## src/rtl/sigmoid_pkg.sv

```systemverilog
// rtl/sigmoid_pkg.sv - shared fixed-point types and FSM state encoding for the sigmoid sequencer
// Purpose : 4.8 fixed-point widths, the fx_t word type and the controller state enum.
// Ports   : none (package).
package sigmoid_pkg;

   localparam int          FX_W   = 12;
   localparam int          FRAC_W = 8;
   localparam logic [11:0] FX_ONE = 12'h100;

   typedef logic [FX_W-1:0] fx_t;

   typedef enum logic [1:0] {
      IDLE   = 2'd0,
      WAIT   = 2'd1,
      RESULT = 2'd2
   } sig_state_t;

endpackage

```

## src/rtl/sigmoid_sym_fold.sv

```systemverilog
// rtl/sigmoid_sym_fold.sv - symmetry fold/unfold helpers around the positive-only sigmoid core
// Purpose : fold a signed operand onto the positive axis and unfold the core result
//           with sig(-x) = 1 - sig(x).
// Ports   : in_x     - signed 4.8 operand
//           sign_q   - registered sign of the operand in flight
//           raw_fx   - raw core result
//           sign     - sign bit of in_x
//           mag      - |in_x|, clamped to 0x7FF for the most negative input
//           unfolded - clamped core result, mirrored when sign_q is set
module sigmoid_sym_fold
   import sigmoid_pkg::*;
(
   input  fx_t  in_x,
   input  logic sign_q,
   input  fx_t  raw_fx,
   output logic sign,
   output fx_t  mag,
   output fx_t  unfolded
);

   // -0x800 does not fit in 12 bits, so the most negative operand is pinned to 0x7FF.
   function automatic fx_t fold_mag(input fx_t x);
      if (!x[FX_W-1]) begin
         return x;
      end else if (x == 12'h800) begin
         return 12'h7FF;
      end else begin
         return fx_t'(-x);
      end
   endfunction

   // Clamping to 1.0 first guarantees FX_ONE - c cannot wrap.
   function automatic fx_t unfold(input fx_t raw, input logic s);
      fx_t c;
      c = (raw > FX_ONE) ? FX_ONE : raw;
      return s ? fx_t'(FX_ONE - c) : c;
   endfunction

   assign sign     = in_x[FX_W-1];
   assign mag      = fold_mag(in_x);
   assign unfolded = unfold(raw_fx, sign_q);

endmodule

```

## src/rtl/sigmoid_seq_ctrl.sv

```systemverilog
// rtl/sigmoid_seq_ctrl.sv - valid/ready sequencer wrapping the fixed-latency sigmoid_taylor core
// Purpose : accept signed 4.8 operands, drive the folded magnitude to the core, wait
//           CORE_LAT cycles, unfold the sampled result and present it downstream.
//           Operands with magnitude >= SAT_THRESH bypass the core.
// Ports   : clk, reset            - clock, synchronous active-high reset
//           in_valid/in_ready/in_x   - operand stream (signed 4.8)
//           out_valid/out_ready/out_fx - result stream (unsigned 4.8, 0x000..0x100)
//           core_x / core_fx      - magnitude to the core / core result
//           busy                  - controller not idle
//           sat_count             - saturating count of bypassed operands
module sigmoid_seq_ctrl
   import sigmoid_pkg::*;
#(
   parameter int          CORE_LAT   = 2,
   parameter logic [11:0] SAT_THRESH = 12'h600,
   parameter logic [11:0] SAT_HI     = 12'h0FF
) (
   input  logic        clk,
   input  logic        reset,
   input  logic        in_valid,
   output logic        in_ready,
   input  logic [11:0] in_x,
   output logic        out_valid,
   input  logic        out_ready,
   output logic [11:0] out_fx,
   output logic [11:0] core_x,
   input  logic [11:0] core_fx,
   output logic        busy,
   output logic [15:0] sat_count
);

   localparam logic [1:0] ST_IDLE   = IDLE;
   localparam logic [1:0] ST_WAIT   = WAIT;
   localparam logic [1:0] ST_RESULT = RESULT;

   // Counter is loaded with CORE_LAT-1 so that sampling happens after exactly CORE_LAT cycles.
   localparam logic [3:0] LAT_M1    = 4'(CORE_LAT - 1);
   localparam fx_t        SAT_LO    = fx_t'(FX_ONE - SAT_HI);

   logic [1:0]  r_state;
   logic        r_sign;
   logic [3:0]  r_cnt;
   fx_t         r_out_fx;
   fx_t         r_core_x;
   logic [15:0] r_sat_count;

   logic        w_sign;
   fx_t         w_mag;
   fx_t         w_unfolded;
   logic        w_accept;

   sigmoid_sym_fold u_fold (
      .in_x     (in_x),
      .sign_q   (r_sign),
      .raw_fx   (core_fx),
      .sign     (w_sign),
      .mag      (w_mag),
      .unfolded (w_unfolded)
   );

   assign w_accept = in_valid && (r_state == ST_IDLE);

   always_ff @(posedge clk) begin
      if (reset) begin
         r_state     <= ST_IDLE;
         r_sign      <= 1'b0;
         r_cnt       <= 4'd0;
         r_out_fx    <= '0;
         r_core_x    <= '0;
         r_sat_count <= 16'd0;
      end else begin
         case (r_state)
            ST_IDLE: begin
               if (w_accept) begin
                  r_sign <= w_sign;
                  if (w_mag >= SAT_THRESH) begin
                     // Bypass leaves core_x untouched so the core input does not toggle needlessly.
                     r_out_fx <= w_sign ? SAT_LO : SAT_HI;
                     if (r_sat_count != 16'hFFFF) begin
                        r_sat_count <= r_sat_count + 16'd1;
                     end
                     r_state <= ST_RESULT;
                  end else begin
                     r_core_x <= w_mag;
                     r_cnt    <= LAT_M1;
                     r_state  <= ST_WAIT;
                  end
               end
            end
            ST_WAIT: begin
               if (r_cnt != 4'd0) begin
                  r_cnt <= r_cnt - 4'd1;
               end else begin
                  r_out_fx <= w_unfolded;
                  r_state  <= ST_RESULT;
               end
            end
            ST_RESULT: begin
               if (out_ready) begin
                  r_state <= ST_IDLE;
               end
            end
            default: begin
               r_state <= ST_IDLE;
            end
         endcase
      end
   end

   assign in_ready  = (r_state == ST_IDLE);
   assign out_valid = (r_state == ST_RESULT);
   assign busy      = (r_state != ST_IDLE);
   assign out_fx    = r_out_fx;
   assign core_x    = r_core_x;
   assign sat_count = r_sat_count;

endmodule

```

## config.mk

```make
export PLATFORM = sky130hd
export DESIGN_NAME = sigmoid_seq_ctrl
export DESIGN_NICKNAME = d
export VERILOG_FILES = /design/src/rtl/sigmoid_pkg.sv /design/src/rtl/sigmoid_sym_fold.sv /design/src/rtl/sigmoid_seq_ctrl.sv
export SDC_FILE = /design/constraint.sdc
export NUM_CORES = 1
export LEC_CHECK = 0
export ABC_CLOCK_PERIOD_IN_PS = 4700
export CAP_MARGIN = 40
export CORE_MARGIN = 2
export CORE_UTILIZATION = 30
export DETAILED_ROUTE_END_ITERATION = 10
export GPL_ROUTABILITY_DRIVEN = 0
export PLACE_DENSITY_LB_ADDON = 0.12
export SYNTH_ARGS = -nofsm -noshare
export SYNTH_HDL_FRONTEND = slang
export SYNTH_SLANG_ARGS = --single-unit
```

## constraint.sdc

```tcl
create_clock -name clk -period 4.7 [get_ports clk]
set_clock_uncertainty 0.05 [all_clocks]
set_input_delay 0.94 -clock clk [delete_from_list [all_inputs] [get_ports clk]]
set_output_delay 0.94 -clock clk [all_outputs]
set_load 0.01 [all_outputs]
```

==> impl_metrics.json <==
{
  "numCtsBuffers": 5,
  "cts_hold_buf": 0,
  "clk_latency_ps": 300,
  "synth_seq_cells": 47,
  "coreArea_um2": 9639,
  "drcViolationCount": 0,
  "syn2layout_area_growth_pct": 32.50,
  "grt_pass1_wl_um": 13790,
  "finish.instance_area_um2": 3892,
  "ys_top_cells_by_area": "dfxtp_1 (32%), a21oi_1 (6.3%), o21ai_0 (6.0%)",
  "status": "finished, final reports clean",
  "power_leakage_nw": 1.296,
  "grt_max_degree": 43,
  "antenna_found_initial": 0,
  "tightest_slew_ps": 773.2,
  "p_seq_share_pct": 43.5,
  "num_antenna_cells": 0,
  "synth_cell_type_count": 59,
  "synthTopCellsByCount": "dfxtp_1 (47), a21oi_1 (37), o21ai_0 (35)",
  "netlist.area_leader.share_pct": 32.03,
  "first_pass_iters": 4,
  "power.total_w": 0.001021,
  "ir_drop_mv": 0.1335,
  "wire_per_inst_um": 14.95,
  "grt_usage_pct": 16.21,
  "yosysWarnings": 0,
  "cp_data_arrival_time_ps": 4260,
  "synth-async-reset-ratio_pct": 0,
  "grt_setup_unrepaired": "no",
  "die_y_um": 103.0,
  "synth-seq-area-share_pct": 32.03,
  "timing.final.ws_setup_ps": 574.4,
  "post_cts_resized": 0,
  "max-cap-violations": 0,
  "power_switching_w": 0.0003075,
  "syn_area_um2": 2938,
  "layout-drive-gt1-share_pct": 11.44,
  "period_needed_ps": 4126,
  "netlist_instances": 371,
  "placed_area_um2": 3775,
  "finalHoldViolations": 0,
  "cts_sinks": 47,
  "rows": 36,
  "synth.most_common_cell": "dfxtp_1",
  "slew_headroom_pct": 48.46,
  "critPathKind": "in2reg",
  "htreeDepth": 2,
  "nNetsFinal": 468,
  "dp_hpwl_um": 6382,
  "io_buffers": 70,
  "combPwrFrac_pct": 25.5,
  "cts_root_buf": "clkbuf_8",
  "die_width_um": 103.0,
  "ant_nets": 0,
  "power_density_nw_per_um2": 262.3,
  "cts.clk_slew.worst_paths_ps": 90,
  "drt_iter0_markers": 120,
  "post-route-period-util_pct": 87.78,
  "dieArea_um2": 10600,
  "cts_buffer_depth": 2,
  "hp-class": "reg2reg",
  "setup_viol": 0,
  "startpoint_type": "input pin",
  "fin_tns_setup_ps": 0,
  "drv_slew": 0,
  "place_ws_ps": 270.6,
  "worstSetupEndpointType": "flip-flop",
  "swShare_pct": 30.12,
  "intPower_w": 0.0007133,
  "syn_nets": 403,
  "cp.required_ps": 4840,
  "synth_top_flop_cell": "dfxtp_1",
  "initial_core_util_pct": 30.48,
  "synth_area_per_cell_um2": 7.919,
  "yosysTopAreaCell": "dfxtp_1",
  "cp_max_fo": 6,
  "io-pin-count": 71,
  "viasPerCell": 5.267,
  "grt_pass1_vias": 2839,
  "clkPwrFrac_pct": 31.1,
  "post_cts_buffers": 0,
  "grt_overflow_total": 0,
  "synth_edf_count": 0,
  "vias": 3002,
  "wirelength_um": 8519,
  "cts_tree": "yes",
  "fmax_mhz": 242.4
}
power by group through the flow:
stage / Clock [W] / Sequential (W) / Combinational [W]
2_1_floorplan: 0 / 0.000453 / 0.000143
3_3_place_gp: 0 / 0.000453 / 0.000259
3_5_place_dp: 0 / 0.000453 / 0.000261
4_1_cts: 0.000326 / 0.000444 / 0.000262
5_1_grt: 0.000342 / 0.000448 / 0.000290
6_report: 0.000317 / 0.000444 / 0.000260
layout make-up:
cell class	count	area [um^2]
clock buffer	6	82.58
fill	1053	5747
inverter	12	45.04
sequential	47	940.9
timing repair buffer	78	753.2
tap	133	166.4
clock inverter	2	35.03
multi-input combinational	292	1869
layer usage:
layer	global-route usage [%]	wire (um)	up-vias
met5	0	0	-
met2	26.52	3928	73
met3	3.186	402	11
met1	22.00	4093	1396
met4	3.947	94	0
li1	-	-	1522
stage by stage:
stage	util [%]	hold slack [ps]	cells
finish	40.38	426.2	570
global route	40.38	445.8	570
CTS	40.38	430.1	570
detailed placement	39.16	417.1	562
global placement	39.11	412.5	561
floorplan	-	436.0	371
cells by family (layout without fill, tap and decap cells):
kind of cell	count (synthesis)	count (layout)	share of synthesized area [%]
multiplexers	14	14	5.324
AO/OA/AOI/OAI	133	133	30.03
adder cells (fa/ha/maj)	4	4	1.704
buffers and inverters	32	98	4.344
XOR/XNOR	4	4	1.192
AND/OR/NAND/NOR	137	137	25.38
flip-flops	47	47	32.03
worst paths after layout:
check	endpoint	cells after the start	slack, ps	from
setup reg to reg	sat_count[9]	6	2040	r_state[0]
hold reg to reg	out_fx[11]	1	430	out_fx[11]
hold / removal	out_fx[11]	1	430	out_fx[11]
setup / recovery	out_fx[6]	12	570	core_fx[3]
registers in the layout (all words and copies together) (netlist names):
register / count
sat_count: 16
core_x: 12
out_fx: 12
r_cnt: 4
r_state: 2
r_sign: 1
worst max-delay path, stage by stage:
cell             delay [ps]
clkdlybuf4s50_1         490
or4_4                   570
or4_4                   510
a2111oi_4               490
nand2_1                 130
ha_1                    260
inv_1                    80
o21ai_0                  90
a22o_2                  280
a211oi_1                220
a21oi_1                  60
o2bb2ai_1               140
placed cells by master, fill, tap and decap left out, drive strengths merged, types with 6 or more instances in the layout:
cell | netlist | routed
a21oi | 37 | 37
dfxtp | 47 | 47
clkbuf | 14 | 6
nor2b | 14 | 14
o211ai | 12 | 12
or3 | 8 | 8
nor4 | 6 | 6
buf | 6 | 9
nor3 | 12 | 12
nand2 | 21 | 21
o21ai | 38 | 38
clkdlybuf4s50 | 0 | 69
inv | 12 | 12
nand3 | 25 | 25
nor2 | 28 | 28
mux2 | 13 | 13
Power figures use the tool's default switching activity.
